--- config.mk ---
export PLATFORM = sky130hd
export DESIGN_NAME = uart_boot_loader
export DESIGN_NICKNAME = d
export VERILOG_FILES = /design/src/rtl/uart_boot_loader_pkg.sv /design/src/rtl/uart_rx_core.sv /design/src/rtl/uart_boot_loader.sv
export SDC_FILE = /design/constraint.sdc
export NUM_CORES = 1
export LEC_CHECK = 0
export BUFFER_PORTS_ARGS = -buffer_cell sky130_fd_sc_hd__buf_4
export CAP_MARGIN = 20
export CORE_ASPECT_RATIO = 1.75
export CORE_MARGIN = 2
export CORE_UTILIZATION = 40
export DETAILED_ROUTE_END_ITERATION = 8
export PLACE_DENSITY_LB_ADDON = 0.08
export SLEW_MARGIN = 10
export SYNTH_ARGS = -nofsm -noshare
export SYNTH_HDL_FRONTEND = slang
export SYNTH_SLANG_ARGS = --single-unit
--- constraint.sdc ---
create_clock -name clk -period 2.23 [get_ports clk]
set_clock_uncertainty 0.2 [all_clocks]
set_input_delay 0.1115 -clock clk [delete_from_list [all_inputs] [get_ports clk]]
set_output_delay 0.1115 -clock clk [all_outputs]
set_load 0.05 [all_outputs]
--- src/rtl/uart_boot_loader_pkg.sv ---
// -----------------------------------------------------------------------------
// uart_boot_loader_pkg
//   Shared system parameters for the boot loader slice: default bus widths,
//   bus handshake levels, the default UART bit period and the state encodings
//   of the receiver and bus FSMs.
// -----------------------------------------------------------------------------
package uart_boot_loader_pkg;

  // Bus geometry defaults (byte-addressed bus).
  localparam int DEFAULT_DATA_WIDTH   = 32;
  localparam int DEFAULT_ADDR_WIDTH   = 32;

  // 100 MHz clock / 115200 baud.
  localparam int DEFAULT_CLKS_PER_BIT = 868;

  // Bus handshake levels: a request is active high, writes are active high.
  localparam logic REQ_ACTIVE = 1'b1;
  localparam logic WE_WRITE   = 1'b1;

  // UART receiver states.
  typedef enum logic [1:0] {
    RX_IDLE  = 2'd0,
    RX_START = 2'd1,
    RX_DATA  = 2'd2,
    RX_STOP  = 2'd3
  } rx_state_t;

  // Bus write states.
  typedef enum logic {
    BUS_IDLE = 1'b0,
    BUS_REQ  = 1'b1
  } bus_state_t;

endpackage

--- src/rtl/uart_rx_core.sv ---
// -----------------------------------------------------------------------------
// uart_rx_core
//   8N1 UART receiver with a 2-FF input synchronizer. The start bit is
//   re-checked half a bit after the falling edge to reject glitches; data bits
//   are then sampled one bit period apart, LSB first, followed by one stop
//   sample. Dropping `programming` aborts any byte in progress.
//
// Ports
//   clk          system clock
//   reset        asynchronous active-low reset
//   programming  receiver enable; low forces IDLE
//   rxd          raw serial input, idle high
//   byte_valid   one-cycle pulse: byte_data holds an accepted byte
//   byte_data    received byte
//   frame_err    one-cycle pulse: stop bit sampled low, byte discarded
// -----------------------------------------------------------------------------
module uart_rx_core
  import uart_boot_loader_pkg::*;
#(
  parameter int CLKS_PER_BIT = DEFAULT_CLKS_PER_BIT
) (
  input  logic       clk,
  input  logic       reset,
  input  logic       programming,
  input  logic       rxd,
  output logic       byte_valid,
  output logic [7:0] byte_data,
  output logic       frame_err
);

  localparam int              CNT_W    = $clog2(CLKS_PER_BIT);
  localparam logic [CNT_W-1:0] HALF_CNT = CNT_W'(CLKS_PER_BIT / 2 - 1);
  localparam logic [CNT_W-1:0] FULL_CNT = CNT_W'(CLKS_PER_BIT - 1);

  logic [1:0]       sync_q;
  logic             rxd_s;
  rx_state_t        state, state_next;
  logic [CNT_W-1:0] clk_cnt;
  logic [2:0]       bit_cnt;
  logic [7:0]       shift_q;
  logic             tick;

  assign rxd_s     = sync_q[1];
  assign byte_data = shift_q;

  // The start check waits half a bit; every later sample waits a full bit.
  assign tick = (state == RX_START) ? (clk_cnt == HALF_CNT) : (clk_cnt == FULL_CNT);

  always_comb begin
    // NOTE: every output of this block gets a default first so no path
    // leaves it unassigned, which would otherwise infer a latch.
    state_next = state;
    byte_valid = 1'b0;
    frame_err  = 1'b0;
    unique case (state)
      RX_IDLE:  if (!rxd_s) state_next = RX_START;
      RX_START: if (tick) state_next = rxd_s ? RX_IDLE : RX_DATA;
      RX_DATA:  if (tick && bit_cnt == 3'd7) state_next = RX_STOP;
      RX_STOP: begin
        if (tick) begin
          state_next = RX_IDLE;
          byte_valid = rxd_s;
          frame_err  = !rxd_s;
        end
      end
      default:  state_next = RX_IDLE;
    endcase
    if (!programming) begin
      state_next = RX_IDLE;
      byte_valid = 1'b0;
      frame_err  = 1'b0;
    end
  end

  always_ff @(posedge clk or negedge reset) begin
    if (!reset) begin
      // The synchronizer resets to the idle line level so reset release
      // cannot look like a start bit.
      sync_q  <= 2'b11;
      state   <= RX_IDLE;
      clk_cnt <= '0;
      bit_cnt <= '0;
      shift_q <= '0;
    end else begin
      // NOTE: sequential state uses non-blocking assignments so every flop
      // sees the pre-edge value of every other flop, independent of order.
      sync_q <= {sync_q[0], rxd};
      state  <= state_next;

      if (state == RX_IDLE || tick || state_next != state)
        clk_cnt <= '0;
      else
        clk_cnt <= clk_cnt + CNT_W'(1);

      if (state == RX_START)
        bit_cnt <= '0;
      else if (state == RX_DATA && tick)
        bit_cnt <= bit_cnt + 3'd1;

      if (state == RX_DATA && tick)
        shift_q <= {rxd_s, shift_q[7:1]};
    end
  end

endmodule

--- src/rtl/uart_boot_loader.sv ---
// -----------------------------------------------------------------------------
// uart_boot_loader
//   Boot-time programming engine. While `programming` is high, bytes from the
//   UART are packed little-endian into DATA_WIDTH words and each word is
//   written to consecutive byte addresses starting at 0 through a one-entry
//   write buffer and a request/acknowledge bus FSM.
//
// Ports
//   clk          system clock
//   reset        asynchronous active-low reset
//   programming  high: loader owns the bus and accepts bytes
//   rxd          UART serial input, idle high
//   addr         write byte address
//   wrt_data     write data
//   req_valid    bus request, held until data_valid
//   we           write enable, equal to req_valid
//   data_valid   memory acknowledge of the current request
//   word_count   words written since programming rose
//   boot_done    one-cycle pulse once programming is low and writes drained
//   frame_err    sticky: a stop bit was sampled low
//   overrun      sticky: a completed word was dropped (buffer busy)
// -----------------------------------------------------------------------------
module uart_boot_loader
  import uart_boot_loader_pkg::*;
#(
  parameter int DATA_WIDTH   = DEFAULT_DATA_WIDTH,
  parameter int ADDR_WIDTH   = DEFAULT_ADDR_WIDTH,
  parameter int CLKS_PER_BIT = DEFAULT_CLKS_PER_BIT
) (
  input  logic                  clk,
  input  logic                  reset,
  input  logic                  programming,
  input  logic                  rxd,
  output logic [ADDR_WIDTH-1:0] addr,
  output logic [DATA_WIDTH-1:0] wrt_data,
  output logic                  req_valid,
  output logic                  we,
  input  logic                  data_valid,
  output logic [ADDR_WIDTH-1:0] word_count,
  output logic                  boot_done,
  output logic                  frame_err,
  output logic                  overrun
);

  localparam int                    LANES     = DATA_WIDTH / 8;
  localparam int                    LANE_W    = (LANES > 1) ? $clog2(LANES) : 1;
  localparam logic [LANE_W-1:0]     LAST_LANE = LANE_W'(LANES - 1);
  localparam logic [ADDR_WIDTH-1:0] ADDR_STEP = ADDR_WIDTH'(LANES);

  logic                  byte_valid;
  logic [7:0]            byte_data;
  logic                  frame_pulse;
  logic                  prog_d;
  logic                  prog_rise, prog_fall;
  logic [LANE_W-1:0]     lane;
  logic [DATA_WIDTH-1:0] pack_data;
  logic [DATA_WIDTH-1:0] word_next;
  logic                  word_done;
  logic                  ack;
  logic                  buf_free;
  logic                  buf_full;
  logic [DATA_WIDTH-1:0] buf_data;
  logic                  done_pending;
  bus_state_t            bus_state, bus_next;

  uart_rx_core #(
    .CLKS_PER_BIT (CLKS_PER_BIT)
  ) u_rx (
    .clk         (clk),
    .reset       (reset),
    .programming (programming),
    .rxd         (rxd),
    .byte_valid  (byte_valid),
    .byte_data   (byte_data),
    .frame_err   (frame_pulse)
  );

  assign prog_rise = programming && !prog_d;
  assign prog_fall = !programming && prog_d;

  // Packed word including the byte arriving this cycle.
  always_comb begin
    word_next = pack_data;
    word_next[int'(lane) * 8 +: 8] = byte_data;
  end

  assign word_done = byte_valid && (lane == LAST_LANE);
  assign ack       = (bus_state == BUS_REQ) && data_valid;
  // An ack on the same edge frees the buffer for the word completing now.
  assign buf_free  = !buf_full || ack;

  assign req_valid = (bus_state == BUS_REQ) ? REQ_ACTIVE : !REQ_ACTIVE;
  assign we        = req_valid ? WE_WRITE : !WE_WRITE;
  assign wrt_data  = buf_data;

  always_comb begin
    bus_next = bus_state;
    unique case (bus_state)
      BUS_IDLE: if (buf_full) bus_next = BUS_REQ;
      BUS_REQ:  if (data_valid) bus_next = BUS_IDLE;
      default:  bus_next = BUS_IDLE;
    endcase
  end

  always_ff @(posedge clk or negedge reset) begin
    if (!reset) bus_state <= BUS_IDLE;
    else        bus_state <= bus_next;
  end

  // Byte packer. Partial words are dropped whenever programming is low.
  always_ff @(posedge clk or negedge reset) begin
    if (!reset) begin
      prog_d    <= 1'b0;
      lane      <= '0;
      pack_data <= '0;
    end else begin
      prog_d <= programming;
      if (!programming || prog_rise) begin
        lane      <= '0;
        pack_data <= '0;
      end else if (byte_valid) begin
        pack_data <= word_next;
        lane      <= word_done ? '0 : lane + LANE_W'(1);
      end
    end
  end

  // Write buffer, address/count and status flags.
  always_ff @(posedge clk or negedge reset) begin
    if (!reset) begin
      buf_full     <= 1'b0;
      buf_data     <= '0;
      addr         <= '0;
      word_count   <= '0;
      frame_err    <= 1'b0;
      overrun      <= 1'b0;
      boot_done    <= 1'b0;
      done_pending <= 1'b0;
    end else begin
      boot_done <= 1'b0;

      if (ack) begin
        buf_full   <= 1'b0;
        addr       <= addr + ADDR_STEP;
        word_count <= word_count + ADDR_WIDTH'(1);
      end

      if (word_done) begin
        if (buf_free) begin
          buf_data <= word_next;
          buf_full <= 1'b1;
        end else begin
          overrun <= 1'b1;
        end
      end

      if (frame_pulse) frame_err <= 1'b1;

      if (prog_fall) begin
        done_pending <= 1'b1;
      end else if (done_pending && bus_state == BUS_IDLE && !buf_full) begin
        boot_done    <= 1'b1;
        done_pending <= 1'b0;
      end

      if (prog_rise) begin
        addr         <= '0;
        word_count   <= '0;
        frame_err    <= 1'b0;
        overrun      <= 1'b0;
        done_pending <= 1'b0;
      end
    end
  end

endmodule
==> flow_metrics.tcl, run 1 <==
set metrics [dict create \
    synthTopCellsByArea "dfrtp_1 (49%), nand2_1 (4.7%), mux2_2 (3.8%)" \
    rsz0062_at_grt "yes" \
    ys_async_sr_fraction_pct 100 \
    violations "setup timing" \
    outcome "finished, violations left" \
    synth_flop_cell "dfrtp_1" \
    portBuffers 103 \
    synth_edf_count 0 \
    cts_sinks 152 \
    yosysWarnings 0 \
    n_antenna_cell 0 \
    yosysSeqAreaShare_pct 49.6 \
    track_usage_pct 21.5 \
    fin_crit_ns 2.25 \
    p_leak_uw 0.00435 \
    cts_tree "yes" \
    slew_headroom_pct 51.0 \
    power_frac_comb_pct 2.9 \
    worstSetupPathType "flip-flop to flip-flop" \
    internal_power_uw 4610 \
    power_density_nw_per_um2 601 \
    insertion_delay_ns 0.43 \
    yosysTopAreaCellShare_pct 48.9 \
    grt_max_degree 66 \
    vias_per_cell 5.59 \
    grt_pass1_wl_um 34100 \
    cts_root_buf "clkbuf_16" \
    ios 106 \
    start_kind "flip-flop" \
    layout.nets 942 \
    crit_required_ns 2.34 \
    core_area_um2 18900 \
    first_iter_violations 293 \
    netSwitchingPower_uw 1290 \
    switching_share_pct 21.9 \
    cts.clk_slew.worst_paths_ns 0.06 \
    clockBufferDepth 2 \
    synth_cell_types 59 \
    start_util_pct 40.5 \
    path_max_fanout 7 \
    drc 0 \
    worst_pin_slew_ns 0.731 \
    fp-row-count 67 \
    critPathCaptureType "flip-flop" \
    grt_remaining_overflow 0 \
    hold_viol_final 0 \
    yosys_register_bits 152 \
    cts-buffers-inserted 17 \
    dpl.hpwl_um 14800 \
    fp.dieH_um 187 \
    firstDrtPassIters 5 \
    wl_per_cell_um 17.9 \
    via_count 6576 \
    syn_area_per_cell_um2 9.77 \
    power_frac_clock_pct 50.1 \
    route.antenna.remaining_nets 0 \
    netlist_area_um2 7670 \
    drv_slew 0 \
    wirelength_um 21100 \
    vdd_ir_drop_max_mv 0.576 \
    maxCapViolCount 0 \
    tns_ns -0.0944 \
    critPathArrivalTime_ns 2.36 \
    layout_setup_ws_ns -0.0178 \
    netlist_instances 785 \
    min_period_over_period_pct 101 \
    setup_violations 9 \
    grt_pass1_vias 6698 \
    die_w_um 109 \
    synth_top_area_cell "dfrtp_1" \
    hp-class "input pin to asynchronous set/reset pin" \
    drive_above_1_share_pct 27.9 \
    fmax_mhz 445 \
    dpl_worst_slack_ns -0.0520 \
    gp_congestion 0.828 \
    syn_to_final_growth_pct 28.1 \
    antenna_found_initial 0 \
    seqPwrFrac_pct 47.0 \
    htreeDepth 4 \
    die_area_um2 20300 \
]
[flip-flops by register name (all words and copies together) (netlist names), 2 cells and up]
| register | flops |
|---|---|
| addr | 30 |
| lane | 2 |
| pack_data | 24 |
| u_rx.bit_cnt | 3 |
| u_rx.byte_data | 8 |
| u_rx.clk_cnt | 10 |
| u_rx.state | 2 |
| u_rx.sync_q | 2 |
| word_count | 32 |
| wrt_data | 32 |
[worst max-delay path, stage by stage (launching register included)]
cell	delay (ns)
dfrtp_1	0.41
nor4bb_2	0.34
nand3_1	0.20
a211oi_4	0.32
buf_6	0.18
buf_12	0.14
mux2_2	0.33
[logic make-up after synthesis]
family | synth area share, %
simple gates | 19.7
compound gates | 13.0
flops | 49.6
buf+inv | 5.46
mux | 6.43
xor+xnor | 3.43
fa+ha+maj | 2.28
other cells | 0.0489
[repair_timing]
item | 4_1_cts | 5_1_grt
buffers inserted | 4 | 4
gates cloned | 2 | 0
resized for setup | 8 | 14
hold endpoints to repair | 172 | 0
pin swaps | 3 | 4
setup endpoints to repair | 11 | 37
hold buffers | 5 | 0
[power by group through the flow]
stage	registers, µW	clock network, µW	logic [µW]
2_1_floorplan	2830	0	62.5
3_3_place_gp	2820	0	164
3_5_place_dp	2820	0	168
4_1_cts	2770	3040	181
5_1_grt	2770	3150	195
6_report	2770	2960	174
[area by class of cell]
type	count	area (µm²)
clock inverter	10	140
sequential	152	3830
fill	1781	9120
inverter	56	210
clock buffer	22	454
tap	241	302
timing repair buffer	165	1350
multi-input combinational	531	3540
[path summary, 6_finish.rpt]
| kind | start | end | slack, ns | cells after the start |
|---|---|---|---|---|
| max | u_rx.clk_cnt[7] | wrt_data[7] | -0.02 | 6 |
| min | reset | u_rx.sync_q[0] | 0.07 | 2 |
| max reg2reg | u_rx.clk_cnt[7] | wrt_data[7] | -0.02 | 6 |
| min reg2reg | u_rx.sync_q[0] | u_rx.sync_q[1] | 0.16 | 0 |
| max in group asynchronous | reset | word_count[12] | 1.43 | 3 |
| min in group clk | rxd | u_rx.sync_q[0] | 0.14 | 2 |
[cell usage in the layout, fill, tap and decap left out, types with 4 or more instances in the layout]
cell type        n
buf_4          151
xor2_1          13
inv_1           56
and3_1          12
o22ai_1         32
and4_1          10
o311ai_0         4
o211ai_1         6
mux2_2          17
o21ai_0         28
o31ai_1         21
or3_1            9
dfrtp_1        130
dlygate4sd3_1    4
nor2_1          36
mux2_4           9
dfrtp_2         20
nor3_1          14
clkbuf_1         4
a21oi_1         38
nor4_1           8
nand3_1         28
mux2i_1         19
xnor2_1         17
buf_12           5
or4_1           22
clkbuf_16       17
nand4_1         23
ha_1            13
nand2_1         96
[per-layer routing]
layer | up-vias | global-route usage [%] | routed length, µm
met5 | - | 0 | 0
met4 | 0 | 10.9 | 833
met3 | 42 | 4.53 | 707
met2 | 159 | 38.3 | 11400
met1 | 3280 | 23.4 | 8130
li1 | 3095 | - | -
[cells in the mapped netlist, drive strengths merged (3+ instances only)]
cell,n
or3,12
nand4,24
o2111ai,3
and4,11
mux2,26
or2,3
a211oi,4
and3,13
a21oi,38
o22ai,32
or4,23
and2,4
inv,56
xor2,13
nor3,14
nor4,8
xnor2,17
dfrtp,150
nand2,96
mux2i,20
o21ai,30
o211ai,7
o311ai,4
o31ai,21
clkbuf,32
buf,15
nand3,29
ha,14
nor2,36
[through the flow]
| stage | area (µm²) | utilization [%] | power [µW] | hold slack [ns] | instances |
|---|---|---|---|---|---|
| floorplan | 7750 | - | 2890 | -0.384 | 786 |
| global route | 9820 | 51.8 | 6120 | 0.0532 | 1177 |
| global placement | 9000 | 47.5 | 2990 | -0.122 | 1131 |
| finish | 9820 | 51.8 | 5900 | 0.0691 | 1177 |
| CTS | 9770 | 51.6 | 5990 | 0.0394 | 1174 |
| detailed placement | 9000 | 47.5 | 2990 | -0.122 | 1131 |
Power figures use the tool's default switching activity.
==> inputs of run 2 (changes only) <==
--- a/config.mk
+++ b/config.mk
@@ -12,6 +12,7 @@
 export CORE_UTILIZATION = 40
 export DETAILED_ROUTE_END_ITERATION = 8
 export PLACE_DENSITY_LB_ADDON = 0.08
+export SKIP_CTS_REPAIR_TIMING = 1
 export SLEW_MARGIN = 10
 export SYNTH_ARGS = -nofsm -noshare
 export SYNTH_HDL_FRONTEND = slang
==> run 2 against run 1 <==
Net effect: the run ends with hold timing, setup timing left; wire length grew 0.82%; total power is essentially flat; first-iteration DRC count grew 13%; sequential cell count is the same; setup slack lost 0.015 ns; non-clock buffer count is the same; sequential power is essentially flat; register-to-register slack lost 0.02 ns; count of clock-buffer cells in the layout is the same; critical path type unchanged; largest power group unchanged; highest routed layer unchanged.
==> flow_metrics.tcl, run 2 (synthesis gave the netlist of run 1 again) <==
set metrics [dict create \
    p_leak_uw 0.00436 \
    route.antenna.remaining_nets 0 \
    via_count 6584 \
    slowest_delay_ns 0.40 \
    violations "hold timing, setup timing" \
    dpl.hpwl_um 14800 \
    firstDrtPassIters 4 \
    layout_setup_ws_ns -0.0329 \
    cp_top_family "simple AND/OR/NAND/NOR gates" \
    setup_violations 2 \
    final_cell_mix "buf_4 (151), dfrtp_1 (130), nand2_1 (96)" \
    grt_pass1_wl_um 33300 \
    holdWs_ns -0.0208 \
    fp-row-count 67 \
    grt_remaining_overflow 0 \
    cts_sinks 152 \
    insertion_delay_ns 0.43 \
    worstSetupPathType "flip-flop to flip-flop" \
    vdd_ir_drop_max_mv 0.574 \
    ios 106 \
    wirelength_um 21300 \
    maxCapViolCount 0 \
    outcome "finished, violations left" \
    clockBufferDepth 2 \
    slew_headroom_pct 51.3 \
    seq_area_um2 3830 \
    drc 0 \
    layout.nets 942 \
    syn_to_final_growth_pct 28.4 \
    cts-buffers-inserted 17 \
    vias_per_cell 5.59 \
    drv_slew 0 \
    die_area_um2 20300 \
    htreeDepth 4 \
    fin_crit_ns 2.26 \
    fmax_mhz 442 \
    die_w_um 109 \
    multi_input_area_um2 3550 \
    worst_pin_slew_ns 0.727 \
    dpl_worst_slack_ns -0.0520 \
    tns_ns -0.0365 \
    crit_chain "nand4bb_1 -> or3_4 -> a211oi_4 -> buf_12 -> clkbuf_16 -> buf_8 -> mux2i_1" \
    gp_congestion 0.828 \
    cts_tree "yes" \
    core_area_um2 18900 \
    crit_slowest_cell "dfrtp_1" \
    min_period_over_period_pct 101 \
    track_usage_pct 20.9 \
    start_util_pct 40.5 \
    critPathArrivalTime_ns 2.40 \
    crit_required_ns 2.37 \
    power_density_nw_per_um2 600 \
    grt_max_degree 66 \
    final_common_cell "buf_4" \
    antenna_found_initial 0 \
    rsz0062_at_grt "yes" \
    first_iter_violations 331 \
    cts.clk_slew.worst_paths_ns 0.06 \
    wl_per_cell_um 18.1 \
    fp.dieH_um 187 \
    path_buf_inv 3 \
    path_max_fanout 7 \
    hp-class "input pin to asynchronous set/reset pin" \
    portBuffers 103 \
    grt_pass1_vias 6589 \
    cts_root_buf "clkbuf_16" \
    n_antenna_cell 0 \
    fin_total_pwr_uw 5910 \
    hold_viol_final 33 \
    post-route-util_pct 52.0 \
    critPathCaptureType "flip-flop" \
    drive_above_1_share_pct 27.8 \
    start_kind "flip-flop" \
    fillCellCount 1783 \
]
[run 2: per-stage QoR]
stage / cell area, µm² / instances
after floorplan: 7750 / 786
after global placement: 9000 / 1131
after detailed placement: 9000 / 1131
after CTS: 9600 / 1163
after global routing: 9840 / 1177
final: 9840 / 1177
[run 2: final cells by class]
type                            count  share of cell area (%)
Clock buffer                       22                    4.61
Clock inverter                     10                    1.42
Inverter                           56                    2.14
Multi-Input combinational cell    531                    36.0
Sequential cell                   152                    38.9
Tap cell                          241                    3.06
Timing Repair Buffer              165                    13.8
[run 2: path summary, 6_finish.rpt]
check	from	to	slack (ns)	cells past startpoint
hold reg to reg	u_rx.sync_q[0]	u_rx.sync_q[1]	0.16	0
hold / removal	reset	addr[18]	-0.02	2
min in group clk	rxd	u_rx.sync_q[0]	0.14	2
setup reg to reg	u_rx.clk_cnt[6]	wrt_data[30]	-0.03	7
setup / recovery	u_rx.clk_cnt[6]	wrt_data[30]	-0.03	7
max in group asynchronous	reset	prog_d	1.17	3
[run 2: power breakdown]
part / total [µW] / leakage, µW / internal (µW) / switching [µW]
registers: 2770 / 0.00204 / 2770 / 7.02
clock network: 2960 / 0.000293 / 1800 / 1170
logic: 167 / 0.00203 / 41.8 / 126
[run 2: per-layer routing]
| layer | track usage [%] | part of all wire, % |
|---|---|---|
| met2 | 37.3 | 54 |
| met3 | 4.43 | 3.4 |
| met1 | 23.1 | 39 |
| met5 | 0 | 0 |
| met4 | 9.57 | 3.6 |
[run 2: worst reg2reg max path, stage by stage (launching register included)]
cell and delay, ns:
dfrtp_1 0.40, nand4bb_1 0.20, or3_4 0.37, a211oi_4 0.28, buf_12 0.17, clkbuf_16 0.17, buf_8 0.13, mux2i_1 0.24
==> inputs of run 3 (changes only) <==
==> constraint.sdc (replaced) <==
create_clock -name clk -period 2.8 [get_ports clk]
set_clock_uncertainty 0.2 [all_clocks]
set_input_delay 0.14 -clock clk [delete_from_list [all_inputs] [get_ports clk]]
set_output_delay 0.14 -clock clk [all_outputs]
set_load 0.05 [all_outputs]
==> run 3 against run 2 <==
Net effect: the run now ends clean; non-clock buffer count decreased by 34; final cell count decreased by 2.9%; sequential power shrank 20%; clock power shrank 19%; critical path depth decreased by 2; total power shrank 20%; final area fell by 4.5%; sequential share of layout area grew 1.6 points; wire length is 4.3% lower; critical path type unchanged; largest power group unchanged.
==> flow_metrics.tcl, run 3 (synthesis gave the netlist of run 1 again) <==
set metrics [dict create \
    ios 106 \
    cts.clk_slew.worst_paths_ns 0.06 \
    place_inst 1107 \
    cts-buffers-inserted 17 \
    hold_viol_final 0 \
    grt_remaining_overflow 0 \
    layout_setup_ws_ns 0.329 \
    syn_to_final_growth_pct 22.6 \
    worstRegToRegCells 5 \
    fp-row-count 67 \
    insertion_delay_ns 0.42 \
    htreeDepth 4 \
    vias_per_cell 5.58 \
    min_period_over_period_pct 88.3 \
    cts_sinks 152 \
    portBuffers 103 \
    seq_area_um2 3810 \
    instances_no_fill 1143 \
    wirelength_um 20400 \
    fmax_mhz 405 \
    start_kind "flip-flop" \
    layout.nets 908 \
    critPathCaptureType "flip-flop" \
    routed-wl-met3_um 658 \
    rsz0062_at_grt "no" \
    path_max_fanout 9 \
    maxUsedRoutingLayer "met4" \
    wl_per_cell_um 17.8 \
    cts_tree "yes" \
    setup_violations 0 \
    hp-class "input pin to asynchronous set/reset pin" \
    clockBufferDepth 2 \
    multi_input_area_um2 3450 \
    final_cell_mix "dfrtp_1 (150), buf_4 (124), nand2_1 (96)" \
    die_w_um 109 \
    via_count 6382 \
    grt_max_degree 70 \
    fillCellCount 1811 \
    core_area_um2 18900 \
    n_antenna_cell 0 \
    antenna_found_initial 0 \
    slew_headroom_pct 50.9 \
    fin_crit_ns 2.47 \
    crit_required_ns 2.92 \
    worstSetupPathType "flip-flop to flip-flop" \
    p_leak_uw 0.00418 \
    worst_pin_slew_ns 0.731 \
    fp.dieH_um 187 \
    power_density_nw_per_um2 505 \
    firstDrtPassIters 4 \
    die_area_um2 20300 \
    tns_ns 0 \
    gp_congestion 0.843 \
    start_util_pct 40.5 \
    first_iter_violations 414 \
    drc 0 \
    vdd_ir_drop_max_mv 0.364 \
    outcome "completed" \
    grt_pass1_vias 6352 \
    track_usage_pct 20.5 \
    critPathArrivalTime_ns 2.59 \
    drv_slew 0 \
    route.antenna.remaining_nets 0 \
    met1_length_um 8120 \
    drive_above_1_share_pct 22.5 \
    final_common_cell "dfrtp_1" \
    cts_root_buf "clkbuf_16" \
    dpl.hpwl_um 14600 \
    grt_pass1_wl_um 33000 \
    dpl_worst_slack_ns 0.345 \
    dr_wl_met2_um 11000 \
    maxCapViolCount 0 \
]
[run 3: changes by cell type in the layout (fill, tap and decap cells not counted), moves of 3 or more]
cell	previous run	this run
buf_12	5	2
clkbuf_1	4	0
dfrtp_2	20	0
mux2_2	11	26
dfrtp_1	130	150
mux2_4	15	0
buf_4	151	124
[run 3: metal layers]
metal	up-vias	track usage, %
li1	3032	-
met5	-	0
met2	127	37.1
met3	40	3.00
met4	0	7.99
met1	3183	23.8
[run 3: layout make-up]
type,count,area share (%)
inverter,56,2.24
timing repair buffer,131,10.9
clock inverter,15,2.00
multi-input combinational,531,36.7
tap,241,3.21
sequential,152,40.5
clock buffer,17,4.52
[run 3: worst max-delay path, cell delays in order (launching register included)]
cell,delay [ns]
dfrtp_1,0.49
inv_1,0.13
ha_1,0.38
nor4bb_1,0.42
o2111ai_1,0.44
o22ai_1,0.31
[run 3: metrics by stage]
stage               power (µW)  hold slack, ns  utilization [%]  instance area (µm²)
global placement          2370         0.00515             46.2                 8750
global route              4920           0.149             49.6                 9400
finish                    4750          0.0927             49.6                 9400
floorplan                 2300          -0.356                -                 7670
CTS                       4800          -0.448             49.4                 9360
detailed placement        2380         0.00481             46.2                 8750
[run 3: power breakdown]
group          switching (µW)  internal [µW]  total, µW
sequential               7.57           2200       2210
combinational            96.6           28.4        125
clock                     988           1420       2410
[run 3: path summary, 6_finish.rpt]
path	from	to	slack [ns]
max in group asynchronous	reset	word_count[30]	1.53
min in group clk	u_rx.sync_q[0]	u_rx.sync_q[1]	0.15
worst max-delay path	lane[0]	pack_data[2]	0.33
worst max register to register	lane[0]	pack_data[2]	0.33
worst min register to register	u_rx.sync_q[0]	u_rx.sync_q[1]	0.15
worst min-delay path	reset	addr[18]	0.09
